===== src/rtl/fetch_pkg.sv =====
// Shared types and constants for the fetch buffer slice.
// Pure declarations; no timing involved.
// No flow control here; consumers own backpressure.
package fetch_pkg;

    localparam int XLEN_DEF = 32;
    localparam logic [31:0] NOP_INSTR = 32'h00000013;

    typedef struct packed {
        logic [XLEN_DEF-1:0] pc;
        logic [XLEN_DEF-1:0] instr;
        logic                filled;
    } entry_t;

    // Pointer width for a power-of-two depth (n >= 2).
    function automatic int clog2(input int n);
        int r;
        r = 0;
        for (int i = 0; i < 31; i++) begin
            if ((1 << i) < n) r = i + 1;
        end
        return r;
    endfunction

endpackage


===== src/rtl/fetch_entry_fifo.sv =====
// Circular entry store: allocate at tail, fill at fill pointer, pop at head.
// Latency: state updates on the clock edge; head view is combinational from registers.
// No internal backpressure: caller guarantees alloc only with space and fill only with an unfilled entry.
module fetch_entry_fifo
    import fetch_pkg::*;
#(
    parameter int DEPTH = 4,
    parameter int XLEN  = XLEN_DEF,
    localparam int PW   = clog2(DEPTH)
) (
    input  logic            clk,
    input  logic            rst,
    input  logic            i_clear,
    input  logic            i_alloc,
    input  logic [XLEN-1:0] i_alloc_pc,
    input  logic            i_fill,
    input  logic [XLEN-1:0] i_fill_instr,
    input  logic            i_pop,
    output logic [PW:0]     o_count,
    output logic [PW:0]     o_unfilled,
    output logic            o_head_filled,
    output logic [XLEN-1:0] o_head_pc,
    output logic [XLEN-1:0] o_head_instr
);

    logic [XLEN-1:0]  r_pc    [DEPTH];
    logic [XLEN-1:0]  r_instr [DEPTH];
    logic [DEPTH-1:0] r_filled;
    logic [PW-1:0]    r_head;
    logic [PW-1:0]    r_tail;
    logic [PW-1:0]    r_fill;
    logic [PW:0]      r_count;
    logic [PW:0]      r_unfilled;

    // Pointer, occupancy and filled-flag bookkeeping; clear wipes all allocations.
    always_ff @(posedge clk) begin
        if (rst || i_clear) begin
            r_head     <= '0;
            r_tail     <= '0;
            r_fill     <= '0;
            r_count    <= '0;
            r_unfilled <= '0;
            r_filled   <= '0;
        end else begin
            // Alloc and fill never target the same slot: fill only touches entries allocated earlier.
            if (i_alloc) begin
                r_filled[r_tail] <= 1'b0;
                r_tail           <= r_tail + PW'(1);
            end
            if (i_fill) begin
                r_filled[r_fill] <= 1'b1;
                r_fill           <= r_fill + PW'(1);
            end
            if (i_pop) begin
                r_head <= r_head + PW'(1);
            end
            r_count    <= r_count + (PW+1)'(i_alloc) - (PW+1)'(i_pop);
            r_unfilled <= r_unfilled + (PW+1)'(i_alloc) - (PW+1)'(i_fill);
        end
    end

    // Payload storage; contents of free slots are don't-care so no reset is needed.
    always_ff @(posedge clk) begin
        if (i_alloc) r_pc[r_tail]    <= i_alloc_pc;
        if (i_fill)  r_instr[r_fill] <= i_fill_instr;
    end

    assign o_count       = r_count;
    assign o_unfilled    = r_unfilled;
    assign o_head_filled = r_filled[r_head];
    assign o_head_pc     = r_pc[r_head];
    assign o_head_instr  = r_instr[r_head];

endmodule


===== src/rtl/fetch_buffer.sv =====
// Fetch request issue plus in-order response buffer toward decode; FETCH_ERR_CHECK_EN adds sticky imem_err.
// Latency: response to ValidD is 1 cycle; request issue is combinational from PCF.
// Backpressure: StallF holds the PC when credit is exhausted or imem_gnt is low; StallD holds the head entry.
module fetch_buffer
    import fetch_pkg::*;
#(
    parameter int DEPTH = 4,
    parameter int XLEN  = XLEN_DEF
) (
    input  logic            clk,
    input  logic            rst,
    input  logic [XLEN-1:0] PCF,
    input  logic            PCSrcE,
    output logic            StallF,
    output logic            imem_req,
    output logic [XLEN-1:0] imem_addr,
    input  logic            imem_gnt,
    input  logic            imem_rvalid,
    input  logic [XLEN-1:0] imem_rdata,
    output logic            ValidD,
    output logic [XLEN-1:0] InstrD,
    output logic [XLEN-1:0] PCD,
    output logic [XLEN-1:0] PCPlus4D,
`ifdef FETCH_ERR_CHECK_EN
    output logic            imem_err,
`endif
    input  logic            StallD
);

    localparam int PW = clog2(DEPTH);

    logic [PW:0]     w_count;
    logic [PW:0]     w_unfilled;
    logic            w_head_filled;
    logic [XLEN-1:0] w_head_pc;
    logic [XLEN-1:0] w_head_instr;
    logic [PW+1:0]   w_occ;
    logic            w_credit;
    logic            w_issue;
    logic            w_pop;
    logic            w_drop;
    logic            w_fill;
    logic            w_rsp_used;
    logic [PW:0]     w_drop_flush;
    logic [PW:0]     r_drop_cnt;

    // Stale responses still owed by memory count against credit so a flush can never oversubscribe the buffer.
    assign w_occ    = {1'b0, w_count} + {1'b0, r_drop_cnt};
    assign w_credit = w_occ < (PW+2)'(DEPTH);

    assign imem_req  = !rst && !PCSrcE && w_credit;
    assign imem_addr = PCF;
    assign w_issue   = imem_req && imem_gnt;
    assign StallF    = !PCSrcE && !w_issue;

    assign w_drop     = imem_rvalid && (r_drop_cnt != '0);
    assign w_fill     = imem_rvalid && (r_drop_cnt == '0) && (w_unfilled != '0) && !PCSrcE;
    assign w_rsp_used = imem_rvalid && ((r_drop_cnt != '0) || (w_unfilled != '0));
    assign w_drop_flush = r_drop_cnt + w_unfilled - {{PW{1'b0}}, w_rsp_used};

    assign ValidD   = (w_count != '0) && w_head_filled;
    assign w_pop    = ValidD && !StallD && !PCSrcE;
    assign InstrD   = ValidD ? w_head_instr : XLEN'(NOP_INSTR);
    assign PCD      = ValidD ? w_head_pc : '0;
    assign PCPlus4D = PCD + XLEN'(4);

    fetch_entry_fifo #(
        .DEPTH (DEPTH),
        .XLEN  (XLEN)
    ) u_entries (
        .clk           (clk),
        .rst           (rst),
        .i_clear       (PCSrcE),
        .i_alloc       (w_issue),
        .i_alloc_pc    (PCF),
        .i_fill        (w_fill),
        .i_fill_instr  (imem_rdata),
        .i_pop         (w_pop),
        .o_count       (w_count),
        .o_unfilled    (w_unfilled),
        .o_head_filled (w_head_filled),
        .o_head_pc     (w_head_pc),
        .o_head_instr  (w_head_instr)
    );

    // On flush every outstanding unfilled request becomes a response to discard.
    always_ff @(posedge clk) begin
        if (rst) begin
            r_drop_cnt <= '0;
        end else if (PCSrcE) begin
            r_drop_cnt <= w_drop_flush;
        end else if (w_drop) begin
            r_drop_cnt <= r_drop_cnt - (PW+1)'(1);
        end
    end

`ifdef FETCH_ERR_CHECK_EN
    logic [PW+1:0] w_drop_sum;
    logic          w_unexp;
    logic          w_ovf;
    logic          r_imem_err;

    assign w_drop_sum = {1'b0, r_drop_cnt} + {1'b0, w_unfilled} - {{(PW+1){1'b0}}, w_rsp_used};
    assign w_unexp    = imem_rvalid && (r_drop_cnt == '0) && (w_unfilled == '0);
    assign w_ovf      = PCSrcE && (w_drop_sum > (PW+2)'(DEPTH));

    // Sticky protocol-error flag; only reset clears it.
    always_ff @(posedge clk) begin
        if (rst) begin
            r_imem_err <= 1'b0;
        end else if (w_unexp || w_ovf) begin
            r_imem_err <= 1'b1;
        end
    end

    assign imem_err = r_imem_err;
`endif

endmodule

===== config.mk =====
export PLATFORM = sky130hd
export DESIGN_NAME = fetch_buffer
export DESIGN_NICKNAME = d
export VERILOG_FILES = /design/src/rtl/fetch_pkg.sv /design/src/rtl/fetch_entry_fifo.sv /design/src/rtl/fetch_buffer.sv
export SDC_FILE = /design/constraint.sdc
export NUM_CORES = 1
export LEC_CHECK = 0
export ABC_AREA = 1
export ABC_CLOCK_PERIOD_IN_PS = 6300
export CAP_MARGIN = 20
export CORE_ASPECT_RATIO = 0.9
export CORE_MARGIN = 2
export CORE_UTILIZATION = 59
export CTS_CLUSTER_DIAMETER = 30
export CTS_CLUSTER_SIZE = 12
export DETAILED_ROUTE_END_ITERATION = 12
export PLACE_DENSITY_LB_ADDON = 0.15
export SYNTH_ARGS = -nofsm -noshare
export SYNTH_HDL_FRONTEND = slang
export SYNTH_SLANG_ARGS = --single-unit

===== constraint.sdc =====
create_clock -name clk -period 6.3 [get_ports clk]
set_input_delay 1.26 -clock clk [delete_from_list [all_inputs] [get_ports clk]]
set_output_delay 1.26 -clock clk [all_outputs]
set_load 0.01 [all_outputs]

==> flow_metrics.tcl <==
set metrics [dict create \
    critPathKind "reg -> out" \
    cts_tree "done" \
    syn-instance-count 1300 \
    r2r_setup_slack_ps 3030 \
    syn-num-nets 1393 \
    fin_hold_ws_ps 502.9 \
    max_stage_delay_ps 550 \
    vias 9633 \
    dpl_cell_area_sq_um 14920 \
    fin_worst_skew_ps 11.60 \
    rr_worst_depth 12 \
    io_buffers 200 \
    register_area_sq_um 8113 \
    drc 0 \
    fmax_mhz 187.1 \
    tns_ps 0 \
    top_level_ports 201 \
    hold_depth 2 \
    cts.sinks 277 \
    wl_per_cell_microns 16.94 \
    drt_first_pass_iters 5 \
    antenna_cells 0 \
    routed_via_density 5.340 \
    post_cts_buffers 0 \
    yosys.area.top_type "edfxtp_1" \
    powerDensity_nw_per_um2 284.2 \
    drive_above_1_share_pct 9.848 \
    clk_pin_slew_worst_paths_ps 50 \
    synth_area_per_cell_sq_um 10.01 \
    worstHoldPathType "reg -> reg" \
    dieArea_sq_um 23260 \
    slowest_stage "clkdlybuf4s50_1" \
    post_cts_resized 0 \
    synth_edf_count 256 \
    worstHoldEndpoint "u_entries.r_filled[0]" \
    drt-initial-drc-count 827 \
    synth.area.top_cells "edfxtp_1 (59%), nor2_1 (7.9%), nand2_1 (6.2%)" \
    worst-path-stages 16 \
    start_kind "register" \
    grt_overflow 0 \
    grt_start_max_net_pins 85 \
    gp_congestion 0.9732 \
    tightestPinTransition_ps 1105 \
    synth.cells.most_frequent "nor2_1 (273), edfxtp_1 (256), nand2_1 (216)" \
    finalMaxSlewViolations 0 \
    fin_crit_sh_pct 84.83 \
    max-slew-margin-rel_pct 26.15 \
    synth.most_common_cell "nor2_1" \
    coreArea_sq_um 21630 \
    fin_crit_ps 5344 \
    ys_seq_area_share_pct 62.30 \
    multi_input_area_sq_um 3831 \
    worst_ep_arrival_time_ps 4080 \
    path_max_fanout 24 \
    grt_pass1_vias 9223 \
    worstPathCellList "inv_2 > nand2_1 > nand3_1 > nand2_2 > nand2_4 > a21oi_1 > ha_1 > inv_1 > nor2_1 > inv_1 > nor2_2 > nand2_1 > nor2_2 > nand2_1 > xor2_1 > clkdlybuf4s50_1" \
    maxCapViolCount 0 \
    antenna_found_initial 0 \
    min_from "u_entries.r_filled[0]" \
    die_y_microns 144.9 \
    rr_startpoint "u_entries.r_head[0]" \
    outcome "finished clean" \
    grt_pass1_wl_microns 47020 \
    ant_nets 0 \
    synth.top_cell.area_share_pct 59.07 \
    worst_setup_path_end_kind "output pin" \
    required_ps 5040 \
    netlist_area_sq_um 13010 \
    hpwl_microns 18550 \
    ctsHoldBuffers 0 \
    synth_seq_cells 277 \
    synthFlopType "edfxtp_1" \
    clockBufferDepth 3 \
    crit_family "simple AND/OR/NAND/NOR gates" \
    ys_types 36 \
    core.rowCount 51 \
    timing.final.hold_violations 0 \
    setup_viol 0 \
    fillCellCount 1400 \
    grt_usage_pct 25.93 \
    finalWirelength_microns 30570 \
    synth_async_sr_flop_share_pct 0 \
    root_buffer "clkbuf_16" \
    cpMostUsedCell "nand2_1" \
    die_w_microns 160.6 \
    clock_latency_ps 540 \
    rsz0062_at_grt "false" \
    timing.rr.end "u_entries.o_count[2]" \
    yosys_warnings 0 \
    numCtsBuffers 47 \
    postLayoutCellArea_sq_um 16570 \
    path_buf_inv 4 \
    initial_core_util_pct 60.16 \
    cts_htree_levels 2 \
    nNetsFinal 1568 \
    irDropWorstVdd_uv 245.4 \
    synthToLayoutAreaGrowth_pct 27.35 \
    p_leak_uw 0.006275 \
]
==> flip-flops by register name, summed over array words and instances, names as in the netlist, named ones only <==
name                  count
u_entries.r_pc          128
u_entries.r_filled        4
u_entries.r_instr       128
u_entries.o_unfilled      3
r_drop_cnt                3
u_entries.r_tail          2
u_entries.o_count         3
u_entries.r_head          2
u_entries.r_fill          2
==> final cells by class <==
cell class / count / area share (%)
Multi-Input combinational cell: 794 / 23.12
Clock buffer: 58 / 7.783
Timing Repair Buffer: 213 / 12.94
Sequential cell: 277 / 48.95
Clock inverter: 29 / 1.782
Tap cell: 291 / 2.197
Inverter: 142 / 3.231
==> stage by stage <==
stage          cells  utilization [%]  total power, uW  worst slack [ps]
2_1_floorplan   1300                -             2158              2222
3_3_place_gp    1714            68.97             2244              1649
3_5_place_dp    1714            68.97             2249              1558
4_1_cts         1801            76.30             4727             954.2
5_1_grt         1804            76.62             4839             713.5
6_report        1804            76.62             4711             955.6
==> worst reg2reg max path, stage by stage, from the launching register on <==
cell and delay [ps]:
dfxtp_1 460, nand2_1 110, nand3_1 110, nand2_2 370, nand2_4 390, buf_4 500
nor3_4 110, ha_1 300, inv_1 40, ha_1 180, fa_1 380, xor2_1 170
nor2_1 50
==> cells in the final DEF, fill, tap and decap left out, types with 4 or more instances in the layout <==
| master | instances |
|---|---|
| clkinv_2 | 8 |
| clkbuf_1 | 6 |
| nand2_2 | 4 |
| ha_1 | 20 |
| nand4_1 | 12 |
| o21ai_0 | 85 |
| nand3_1 | 56 |
| nand3_2 | 7 |
| nor3_1 | 4 |
| nor2_1 | 269 |
| clkbuf_16 | 49 |
| nor2_2 | 20 |
| nor2_4 | 8 |
| clkdlybuf4s50_1 | 200 |
| xnor2_1 | 4 |
| nand2_1 | 216 |
| buf_4 | 10 |
| inv_1 | 132 |
| inv_2 | 8 |
| xor2_1 | 17 |
| bufinv_16 | 4 |
| clkinvlp_4 | 8 |
| edfxtp_1 | 256 |
| or2_2 | 5 |
| a21oi_1 | 49 |
| dfxtp_1 | 19 |
| clkinv_1 | 4 |
==> how the worst max path moves through the flow <==
stage                        start              endpoint  slack (ps)
2_1_floorplan                  rst  u_entries.r_pc[0][0]        2220
3_3_place_gp              register          PCPlus4D[18]        1650
3_5_place_dp              register          PCPlus4D[18]        1560
4_1_cts        u_entries.r_head[0]          PCPlus4D[18]         950
5_1_grt                   register          PCPlus4D[31]         710
6_report       u_entries.r_head[0]          PCPlus4D[18]         960
==> routing by layer <==
metal	track usage, %	up-vias	share of wire [%]
met5	0	-	0
met4	9.056	0	2.1
met3	3.990	48	7.0
met2	44.22	393	49
met1	34.44	4574	42
li1	-	4618	-
==> report_power, final <==
group          internal (uW)  switching [uW]
clock                   1630             866
sequential              2030            7.78
combinational           89.1            96.0
total                   3740             969
==> cells by family after synthesis <==
family	after synthesis	synth area share, %
xor gates and xnor gates	21	1.413
DFF	277	62.30
and+or+nand+nor	604	19.61
adders and majority gates	23	2.384
buffers and inverters	229	8.490
AOI/OAI and AO/OA	146	5.798
(Power assumes the default switching activity.)
